### config.mk
export PLATFORM = sky130hd
export DESIGN_NAME = pci_wb_fifo_slave
export DESIGN_NICKNAME = d
export VERILOG_FILES = /design/src/rtl/pci_wb_fifo_pkg.sv /design/src/rtl/pci_wb_sync_fifo.sv /design/src/rtl/pci_wb_fifo_slave.sv
export SDC_FILE = /design/constraint.sdc
export NUM_CORES = 1
export LEC_CHECK = 0
export CAP_MARGIN = 20
export CORE_MARGIN = 10
export CORE_UTILIZATION = 45
export CTS_BUF_LIST = sky130_fd_sc_hd__clkbuf_8
export CTS_CLUSTER_SIZE = 30
export DETAILED_ROUTE_END_ITERATION = 10
export DONT_BUFFER_PORTS = 1
export GPL_TIMING_DRIVEN = 1
export HOLD_SLACK_MARGIN = 0.12
export PLACE_DENSITY = 0.57
export SLEW_MARGIN = 20
export SYNTH_ARGS = -nofsm -noshare
export SYNTH_HDL_FRONTEND = slang
export SYNTH_SLANG_ARGS = --single-unit
### constraint.sdc
create_clock -name PHY_CLK33_I -period 7.6 [get_ports PHY_CLK33_I]
set_input_delay 1.52 -clock PHY_CLK33_I [delete_from_list [all_inputs] [get_ports PHY_CLK33_I]]
set_output_delay 1.52 -clock PHY_CLK33_I [all_outputs]
set_load 0.02 [all_outputs]
### src/rtl/pci_wb_fifo_pkg.sv
// Shared definitions for the PCI-side Wishbone FIFO slave: register map,
// CTRL/STATUS bit positions and the bus handshake state encoding.
package pci_wb_fifo_pkg;

    localparam logic [2:0] REG_CTRL    = 3'd0;
    localparam logic [2:0] REG_STATUS  = 3'd1;
    localparam logic [2:0] REG_TX_DATA = 3'd2;
    localparam logic [2:0] REG_RX_DATA = 3'd3;
    localparam logic [2:0] REG_SCRATCH = 3'd4;

    localparam int CTRL_TX_EN     = 0;
    localparam int CTRL_RX_IRQ_EN = 1;
    localparam int CTRL_TX_FLUSH  = 2;
    localparam int CTRL_RX_FLUSH  = 3;

    localparam int STAT_RX_COUNT_LSB = 8;
    localparam int STAT_TX_OVF       = 16;
    localparam int STAT_RX_UNF       = 17;
    localparam int STAT_TX_FULL      = 18;
    localparam int STAT_RX_EMPTY     = 19;

    typedef enum logic [1:0] {
        ST_IDLE     = 2'd0,
        ST_ACK      = 2'd1,
        ST_WAIT_LOW = 2'd2
    } bus_state_e;

endpackage

### src/rtl/pci_wb_sync_fifo.sv
// Single-clock FIFO with synchronous reset and flush. A push on a full FIFO is
// accepted only when a pop happens in the same cycle; flush overrides both.
module pci_wb_sync_fifo #(
    parameter int WIDTH      = 32,
    parameter int DEPTH_LOG2 = 4
) (
    input  logic                  clk,
    input  logic                  rst,
    input  logic                  flush,
    input  logic                  push,
    input  logic                  pop,
    input  logic [WIDTH-1:0]      wdata,
    output logic [WIDTH-1:0]      rdata,
    output logic [DEPTH_LOG2:0]   count,
    output logic                  full,
    output logic                  empty
);
    localparam int DEPTH = 1 << DEPTH_LOG2;
    localparam logic [DEPTH_LOG2-1:0] PTR_ONE = DEPTH_LOG2'(1);
    localparam logic [DEPTH_LOG2:0]   CNT_ONE = (DEPTH_LOG2 + 1)'(1);

    logic [WIDTH-1:0]      mem_q [DEPTH];
    logic [DEPTH_LOG2-1:0] wr_ptr_q, wr_ptr_d;
    logic [DEPTH_LOG2-1:0] rd_ptr_q, rd_ptr_d;
    logic [DEPTH_LOG2:0]   count_q, count_d;
    logic                  do_push;
    logic                  do_pop;

    assign full  = count_q[DEPTH_LOG2];
    assign empty = (count_q == '0);
    assign count = count_q;
    assign rdata = mem_q[rd_ptr_q];

    always_comb begin
        do_pop   = pop && !empty;
        do_push  = push && (!full || do_pop);
        wr_ptr_d = wr_ptr_q;
        rd_ptr_d = rd_ptr_q;
        count_d  = count_q;
        if (flush) begin
            wr_ptr_d = '0;
            rd_ptr_d = '0;
            count_d  = '0;
        end else begin
            if (do_push) wr_ptr_d = wr_ptr_q + PTR_ONE;
            if (do_pop)  rd_ptr_d = rd_ptr_q + PTR_ONE;
            if (do_push && !do_pop)      count_d = count_q + CNT_ONE;
            else if (!do_push && do_pop) count_d = count_q - CNT_ONE;
        end
    end

    always_ff @(posedge clk) begin
        if (rst) begin
            wr_ptr_q <= '0;
            rd_ptr_q <= '0;
            count_q  <= '0;
        end else begin
            wr_ptr_q <= wr_ptr_d;
            rd_ptr_q <= rd_ptr_d;
            count_q  <= count_d;
        end
    end

    // Storage carries no reset; occupancy alone decides what is valid.
    always_ff @(posedge clk) begin
        if (do_push && !flush && !rst) mem_q[wr_ptr_q] <= wdata;
    end

endmodule

### src/rtl/pci_wb_fifo_slave.sv
// Wishbone slave behind the PCI target: register file, host-to-local TX FIFO,
// local-to-host RX FIFO and a registered level interrupt request.
module pci_wb_fifo_slave
    import pci_wb_fifo_pkg::*;
#(
    parameter int          FIFO_DEPTH_LOG2 = 4,
    parameter int          RX_IRQ_LEVEL    = 4,
    parameter logic [31:0] SCRATCH_RESET   = 32'h0000_0000
) (
    input  logic        PHY_CLK33_I,
    input  logic        PHY_RST_I,
    input  logic        WB_STB_I,
    input  logic        WB_WE_I,
    input  logic [31:0] WB_ADD_I,
    input  logic [31:0] WB_DATA_I,
    output logic [31:0] WB_DATA_O,
    output logic        WB_ACK_O,
    output logic        WB_VALID_O,
    output logic [31:0] TX_DATA_O,
    output logic        TX_VALID_O,
    input  logic        TX_READY_I,
    input  logic [31:0] RX_DATA_I,
    input  logic        RX_VALID_I,
    output logic        RX_READY_O,
    output logic        IRQ_O
);
    localparam int            CW          = FIFO_DEPTH_LOG2 + 1;
    localparam logic [CW-1:0] IRQ_LEVEL_C = CW'(RX_IRQ_LEVEL);

    bus_state_e  state_q, state_d;
    logic [1:0]  ctrl_q, ctrl_d;
    logic        tx_ovf_q, tx_ovf_d;
    logic        rx_unf_q, rx_unf_d;
    logic [31:0] scratch_q, scratch_d;
    logic        valid_q, valid_d;
    logic [31:0] rdata_q, rdata_d;
    logic        irq_q, irq_d;

    logic [2:0]    reg_sel;
    logic          access;
    logic [31:0]   status;
    logic          unused_addr_bits;

    logic          tx_push, tx_pop, tx_flush, tx_full, tx_empty, tx_valid;
    logic [31:0]   tx_head;
    logic [CW-1:0] tx_count;
    logic          rx_push, rx_pop, rx_flush, rx_full, rx_empty;
    logic [31:0]   rx_head;
    logic [CW-1:0] rx_count;

    assign reg_sel          = WB_ADD_I[4:2];
    assign unused_addr_bits = ^{WB_ADD_I[31:5], WB_ADD_I[1:0]};
    assign access           = (state_q == ST_IDLE) && WB_STB_I;

    assign tx_valid = ctrl_q[CTRL_TX_EN] && !tx_empty;
    assign tx_pop   = tx_valid && TX_READY_I;
    assign rx_push  = RX_VALID_I && !rx_full;

    assign WB_ACK_O   = (state_q == ST_ACK);
    assign WB_VALID_O = valid_q;
    assign WB_DATA_O  = rdata_q;
    assign TX_VALID_O = tx_valid;
    assign TX_DATA_O  = tx_valid ? tx_head : '0;
    assign RX_READY_O = !rx_full && !PHY_RST_I;
    assign IRQ_O      = irq_q;

    pci_wb_sync_fifo #(.WIDTH(32), .DEPTH_LOG2(FIFO_DEPTH_LOG2)) u_tx_fifo (
        .clk   (PHY_CLK33_I),
        .rst   (PHY_RST_I),
        .flush (tx_flush),
        .push  (tx_push),
        .pop   (tx_pop),
        .wdata (WB_DATA_I),
        .rdata (tx_head),
        .count (tx_count),
        .full  (tx_full),
        .empty (tx_empty)
    );

    pci_wb_sync_fifo #(.WIDTH(32), .DEPTH_LOG2(FIFO_DEPTH_LOG2)) u_rx_fifo (
        .clk   (PHY_CLK33_I),
        .rst   (PHY_RST_I),
        .flush (rx_flush),
        .push  (rx_push),
        .pop   (rx_pop),
        .wdata (RX_DATA_I),
        .rdata (rx_head),
        .count (rx_count),
        .full  (rx_full),
        .empty (rx_empty)
    );

    always_comb begin
        status                                = '0;
        status[CW-1:0]                        = tx_count;
        status[STAT_RX_COUNT_LSB +: CW]       = rx_count;
        status[STAT_TX_OVF]                   = tx_ovf_q;
        status[STAT_RX_UNF]                   = rx_unf_q;
        status[STAT_TX_FULL]                  = tx_full;
        status[STAT_RX_EMPTY]                 = rx_empty;
    end

    // The access takes effect on the edge that enters ACK; its response is
    // registered so ACK, VALID and DATA appear together one cycle after STB.
    always_comb begin
        state_d   = state_q;
        ctrl_d    = ctrl_q;
        tx_ovf_d  = tx_ovf_q;
        rx_unf_d  = rx_unf_q;
        scratch_d = scratch_q;
        valid_d   = 1'b0;
        rdata_d   = '0;
        tx_push   = 1'b0;
        rx_pop    = 1'b0;
        tx_flush  = 1'b0;
        rx_flush  = 1'b0;
        irq_d     = ctrl_q[CTRL_RX_IRQ_EN] && (rx_count >= IRQ_LEVEL_C);

        case (state_q)
            ST_IDLE:     if (WB_STB_I) state_d = ST_ACK;
            ST_ACK:      state_d = ST_WAIT_LOW;
            ST_WAIT_LOW: if (!WB_STB_I) state_d = ST_IDLE;
            default:     state_d = ST_IDLE;
        endcase

        if (access) begin
            valid_d = 1'b1;
            if (WB_WE_I) begin
                case (reg_sel)
                    REG_CTRL: begin
                        ctrl_d[CTRL_TX_EN]     = WB_DATA_I[CTRL_TX_EN];
                        ctrl_d[CTRL_RX_IRQ_EN] = WB_DATA_I[CTRL_RX_IRQ_EN];
                        tx_flush               = WB_DATA_I[CTRL_TX_FLUSH];
                        rx_flush               = WB_DATA_I[CTRL_RX_FLUSH];
                    end
                    REG_STATUS: begin
                        if (WB_DATA_I[STAT_TX_OVF]) tx_ovf_d = 1'b0;
                        if (WB_DATA_I[STAT_RX_UNF]) rx_unf_d = 1'b0;
                    end
                    REG_TX_DATA: begin
                        // A local pop in the same cycle frees the slot for this word.
                        if (!tx_full || tx_pop) begin
                            tx_push = 1'b1;
                        end else begin
                            tx_ovf_d = 1'b1;
                            valid_d  = 1'b0;
                        end
                    end
                    REG_SCRATCH: scratch_d = WB_DATA_I;
                    default: ;
                endcase
            end else begin
                case (reg_sel)
                    REG_CTRL:   rdata_d = {30'b0, ctrl_q};
                    REG_STATUS: rdata_d = status;
                    REG_RX_DATA: begin
                        if (!rx_empty) begin
                            rx_pop  = 1'b1;
                            rdata_d = rx_head;
                        end else begin
                            rx_unf_d = 1'b1;
                            valid_d  = 1'b0;
                        end
                    end
                    REG_SCRATCH: rdata_d = scratch_q;
                    default: ;
                endcase
            end
        end
    end

    always_ff @(posedge PHY_CLK33_I) begin
        if (PHY_RST_I) begin
            state_q   <= ST_IDLE;
            ctrl_q    <= '0;
            tx_ovf_q  <= 1'b0;
            rx_unf_q  <= 1'b0;
            scratch_q <= SCRATCH_RESET;
            valid_q   <= 1'b0;
            rdata_q   <= '0;
            irq_q     <= 1'b0;
        end else begin
            state_q   <= state_d;
            ctrl_q    <= ctrl_d;
            tx_ovf_q  <= tx_ovf_d;
            rx_unf_q  <= rx_unf_d;
            scratch_q <= scratch_d;
            valid_q   <= valid_d;
            rdata_q   <= rdata_d;
            irq_q     <= irq_d;
        end
    end

endmodule

=== Word-level counts from Yosys, hierarchy flattened ===
Memory sizes are Yosys's and may differ from the RTL's. A register that Yosys moved wholly into a read port is not among the register bits.
Cells that the tools add are included.
Widths: inputs -> output; s select.

* Muxes and demuxes: 43
* Eq/ne operators: 12
* Reduce and logical (&&, ||, !) cells: 50
* Add/subtract/negate cells: 8
* Magnitude comparators: 1
* Bitwise operators: 1

{| class="wikitable"
|+ Operators with widths
! cell !! count
|-
| $pmux 32 s4 || 1
|-
| $mux 32 || 2
|-
| $mux 1 || 28
|-
| $mux 5 || 4
|-
| $logic_and 1x1->1 || 18
|-
| $add 4x1->4 const B || 4
|-
| $mux 4 || 4
|-
| $logic_not 1->1 || 11
|-
| $add 5x1->5 const B || 2
|-
| $logic_not 5->1 || 2
|-
| $reduce_and 5->1 || 2
|-
| $reduce_bool 2->1 || 5
|-
| $sub 5x1->5 const B || 2
|-
| $ne 2x2->1 const B || 4
|-
| $eq 3x2->1 const B || 2
|-
| $pmux 2 s3 || 1
|-
| $reduce_and 3->1 || 2
|-
| $reduce_or 2->1 || 3
|-
| $ge 5x3->1 const B || 1
|-
| $mux 2 || 2
|-
| $ne 2x1->1 const B || 2
|-
| $eq 3x1->1 const B || 1
|-
| $eq 3x3->1 const B || 1
|-
| $logic_not 3->1 || 1
|-
| 8 further kinds || 10
|}

* Input bits: 102
* Word-level logic and storage cells: 131
* Memories kept: 2
* Register bits after elaboration: 98
* Memory bits (writable): 1024

{| class="wikitable"
|+ Memory list
! memory !! words !! width !! read ports !! clocked after memory_dff !! wr ports !! RTL line !! RTL
|-
| u_rx_fifo.mem_q || 16 || 32 || 1 || 1 || 1 || pci_wb_sync_fifo.sv:22 || <nowiki>logic [WIDTH-1:0] mem_q [DEPTH];</nowiki>
|-
| u_tx_fifo.mem_q || 16 || 32 || 1 || 1 || 1 || pci_wb_sync_fifo.sv:22 ||
|}

=== Longest topological paths before layout ===
* Depth in word-level cells: 14
* Depth in mapped cells: 11
* Gate-level depth less buffers: 9

=== Modules after synthesis ===
From an unflattened synthesis, not the netlist that was laid out.

* Cell total of the unflattened synthesis: 2182
* Area total of the unflattened synthesis: 43653.1 um^2

{| class="wikitable"
|+ Modules (own cells, without submodules)
! module !! instances !! cells each !! area each (um^2)
|-
| pci_wb_sync_fifo || 2 || 900 || 20076.8
|-
| pci_wb_fifo_slave || 1 || 382 || 3499.6
|}

=== Worst setup path after synthesis ===
Ideal clock, no wire load.

* Path kind: input port to flip-flop
* Start point: input WB_ADD_I[4]
* End point: memory u_rx_fifo.mem_q[0][0] (enable)
* Arrival: 4.591 ns
* Data required time: 7.139 ns
* Slack: 2.548 ns
* Stages on the path: 5
* Path through: clkbuf_1 -> nor2_1 -> a41o_1 -> clkbuf_1 -> nor3_1

* Longest elaborated chain between the ends: 11
* Elaborated cells on any way between the ends: 16
* Classes of those cells: eq/ne (1); mux (8); reduce/logical (7)

{| class="wikitable"
|+ RTL lines
! item !! RTL line !! RTL
|-
| start: declaration || pci_wb_fifo_slave.sv:14 || <nowiki>input logic [31:0] WB_ADD_I,</nowiki>
|-
| $eq 3x2->1 || pci_wb_fifo_slave.sv:153 || <nowiki>case (reg_sel)</nowiki>
|-
| $mux 1 || pci_wb_fifo_slave.sv:153 ||
|-
| $mux 1 || pci_wb_fifo_slave.sv:128 || <nowiki>if (WB_WE_I) begin</nowiki>
|-
| $mux 1 || pci_wb_fifo_slave.sv:126 || <nowiki>if (access) begin</nowiki>
|-
| $logic_and 1x1->1 || pci_wb_sync_fifo.sv:35 || <nowiki>do_pop = pop && !empty;</nowiki>
|-
| $logic_or 1x1->1 || pci_wb_sync_fifo.sv:36 || <nowiki>do_push = push && (!full || do_pop);</nowiki>
|-
| $logic_and 1x1->1 || pci_wb_sync_fifo.sv:36 ||
|-
| $logic_and 1x1->1 * (2 in a row) || pci_wb_sync_fifo.sv:66 || <nowiki>if (do_push && !flush && !rst) mem_q[wr_ptr_q] <= wdata;</nowiki>
|-
| $mux 1 * || pci_wb_sync_fifo.sv:66 ||
|-
| $mux 1 (implied by the code) * || pci_wb_sync_fifo.sv:66 ||
|-
| end: declaration || pci_wb_sync_fifo.sv:22 ||
|}

Mark *: on every way between the ends. The rest lies on a longest branch, timed or not.

==> impl_metrics.py <==
metrics = {
    "outcome": {
        "outcome": "finished clean",
    },
    "logic_synthesis": {
        "yosysUniqueCellTypes": 64,
        "synthTopCellsByCount": "edfxtp_1 (1024), mux4_2 (256), dfxtp_1 (106)",
        "synth-seq-cells": 1130,
        "synth_area_leaders": "edfxtp_1 (72%), mux4_2 (13%), dfxtp_1 (4.9%)",
        "synthArstFlopShare_pct": 0,
        "synth_top_area_share_pct": 71.50,
        "synth_xor_area_share_pct": 0.2648,
        "synth_top_family_by_area": "multiplexers",
        "synthMuxAreaShare_pct": 15.27,
        "synthAdderAreaFrac_pct": 0.6168,
        "syn_inst": 2072,
        "synth-edff-count": 1024,
        "yosys.area.top_type": "edfxtp_1",
        "yosysMostFrequentCell": "edfxtp_1",
        "ys_dominant_reg_cell": "edfxtp_1",
        "synth-simple-area-share_pct": 2.662,
        "synth_fp_nets": 2194,
        "syn_area_um2": 43000,
        "seq_area_frac_synth_pct": 76.44,
        "synth_compound_area_share_pct": 3.323,
        "synth_area_per_cell_um2": 20.76,
        "ys.warnings.count": 0,
    },
    "clocking": {
        "ctsHoldBuffers": 0,
        "clkTransAtPathRegs_ps": 60,
        "postCtsSetupRepairBufs": 0,
        "cts-root-buf": "clkbuf_8",
        "htreeDepth": 4,
        "cts_resized": 0,
        "cts_tree": "built",
        "clkLatencyLatePin_ps": 840,
        "numCtsBuffers": 181,
        "clkSinkCount": 1130,
        "cts_buffer_depth": 3,
    },
    "setup_path": {
        "ff2ff_path_depth": 9,
        "crit_buf_inv": 1,
        "path_delay_family": "simple AND/OR/NAND/NOR gates",
        "r2r-end": "u_tx_fifo.count[4]",
        "reg2reg_slack_ps": 4250,
        "critPathMaxFanout": 66,
        "cp_data_required_time_ps": 6080,
        "worstSetupEndpointType": "output pin",
        "worst_ep_arrival_time_ps": 3880,
        "slowest_delay_ps": 980,
        "regToRegStartpoint": "u_tx_fifo.count[0]",
        "critPathSlowestCell": "nand2b_2",
        "crit_chain": "buf_4 -> nand2b_2 -> o221ai_1 -> nor2_1",
        "cp-start-kind": "register",
        "worstSetupPathType": "reg2out",
    },
    "cells_and_area": {
        "nFillCells": 7662,
        "area_growth_pct": 11.84,
        "drive_gt1_share_pct": 26.54,
        "fin_nets": 2306,
        "post-route-util_pct": 50.70,
    },
    "die": {
        "die-area_um2": 108300,
        "initial_core_util_pct": 45.33,
        "die_h_um": 329.1,
        "die-width_um": 329.1,
        "num_rows": 113,
        "boundaryPins": 171,
        "fp.coreArea_um2": 94870,
    },
    "sta": {
        "final.setup_skew_ps": 47.62,
        "fmax_mhz": 185.3,
        "post-route-min-period_ps": 5397,
        "hold_viol": 0,
        "finalSetupViolCount": 0,
        "worstMarginPinSlew_ps": 1105,
        "fin_tns_setup_ps": 0,
        "maxSlewHeadroom_pct": 26.31,
        "fin_crit_sh_pct": 71.01,
        "slew_viol_final": 0,
        "rsz0062_at_grt": "no",
    },
    "placement": {
        "gp_congestion": 0.7552,
        "port_buffers": 0,
        "dp_hpwl_mm": 57.61,
    },
    "drt": {
        "vias_per_cell": 5.719,
        "ant_nets": 0,
        "wl_per_cell_um": 28.42,
        "vias": 20620,
        "drt_first_iter_violations": 1695,
        "drcViolationCount": 0,
        "wl_mm": 102.5,
        "drt_pass1_iterations": 5,
    },
    "hold_path": {
        "hp-start": "scratch_q[0]",
        "min_path_type": "reg2reg",
        "hold_path_end": "scratch_q[0]",
        "holdPathStages": 2,
    },
    "global_routing": {
        "grt_max_degree": 67,
        "grt_util_met1_pct": 23.41,
        "grt_util_met3_pct": 5.684,
        "grt_antenna_before_repair": 3,
        "grt_pass1_wl_mm": 149.7,
        "grt_use_total_pct": 18.96,
        "grt.overflow.total": 0,
        "grt-busiest-layer": "met2",
        "grt_pass1_vias": 21850,
        "grtUsageMet2_pct": 31.93,
    },
    "pwr": {
        "p_leak_nw": 14.79,
        "powerDensity_nw_per_um2": 252.4,
        "ir_drop_mv": 0.1701,
        "p_total_w": 0.01214,
    },
    "flow_run": {
        "drv_cap": 0,
    },
}
==> metal layers <==
layer  vias to the layer above  share of wire (%)  routed length, µm
li1                       8833                  -                  -
met1                     11050                 40              40580
met2                       603                 51              52040
met3                       141                7.5               7688
met4                         0                2.1               2173
met5                         -                  0                  0
==> how the worst max path moves through the flow <==
stage               slack (ps)   startpoint  cells after the start               endpoint
CTS                       2050     register                      4           TX_DATA_O[4]
floorplan                 2550  WB_ADD_I[4]                      5  u_rx_fifo.mem_q[0][0]
detailed placement        3040     register                      4           TX_DATA_O[4]
global route              1950     register                      4           TX_DATA_O[3]
global placement          3050     register                      4           TX_DATA_O[4]
finish                    2200     register                      4           TX_DATA_O[4]
==> layout by cell type, fill, tap and decap left out, types with 10 or more instances in the layout <==
master	synthesis	routed
inv_1	17	82
edfxtp_1	1024	1024
nor2_4	0	12
mux2_2	33	33
mux4_2	256	256
o21ai_1	16	16
ha_1	18	18
a21oi_1	45	45
and2_2	0	11
dfxtp_1	106	100
o22ai_1	32	32
nand3_1	10	10
buf_4	8	45
o21ai_0	14	14
mux2i_1	43	43
clkbuf_8	0	196
a22oi_1	31	31
nand2_1	75	75
nor2_1	81	69
clkinv_2	0	17
o221ai_1	36	36
clkinv_1	0	43
==> final cells by class <==
cell class,count,area [µm²],area share [%]
clock buffers,196,2698,5.609
repair buffers,48,405.4,0.8429
inverters,17,63.81,0.1327
flip-flops and latches,1130,32890,68.39
well taps,1265,1583,3.291
diodes,1,2.502,0.005203
multi-input cells,806,9677,20.12
clock inverters,143,774.5,1.610
==> worst reg2reg max path, cell delays in order, from the launching register on <==
cell	delay, ps
dfxtp_1	380
or4_1	620
o211ai_1	480
ha_1	280
inv_1	120
fa_1	430
a21o_1	180
a21oi_1	190
mux2i_1	230
mux2_2	350
==> sequential cells by signal (all words and copies together) (netlist names), 2 cells and up, named ones only <==
| signal | flops |
|---|---|
| scratch_q | 32 |
| u_tx_fifo.wr_ptr_q | 4 |
| WB_DATA_O | 32 |
| u_rx_fifo.mem_q | 512 |
| u_rx_fifo.wr_ptr_q | 4 |
| u_tx_fifo.rd_ptr_q | 4 |
| u_rx_fifo.rd_ptr_q | 4 |
| u_tx_fifo.mem_q | 512 |
| state_q | 2 |
| u_rx_fifo.count | 5 |
| ctrl_q | 2 |
| u_tx_fifo.count | 5 |
==> per-stage QoR <==
stage	hold WS (ps)	instances	setup WS [ps]	area, µm²
6_report	461.7	3606	2203	48100
5_1_grt	481.9	3606	1947	48100
4_1_cts	458.1	3604	2048	48070
3_5_place_dp	445.2	3265	3038	44600
3_3_place_gp	439.1	3263	3048	44550
2_1_floorplan	436.0	2072	2548	43010
==> cell families after synthesis <==
logic type / Yosys count
adder cells (fa/ha/maj): 20
AO/OA/AOI/OAI: 207
flip-flops: 1130
XOR/XNOR: 13
multiplexers: 332
buffers and inverters: 136
AND/OR/NAND/NOR: 234
==> report_power, final <==
part           total, W  switching (W)  internal, W
clock           0.00493        0.00237      0.00256
combinational  0.000314       0.000182     0.000132
sequential      0.00689      0.0000499      0.00684
total            0.0121        0.00260      0.00954
Note: power is estimated with default switching activity, not from simulation.
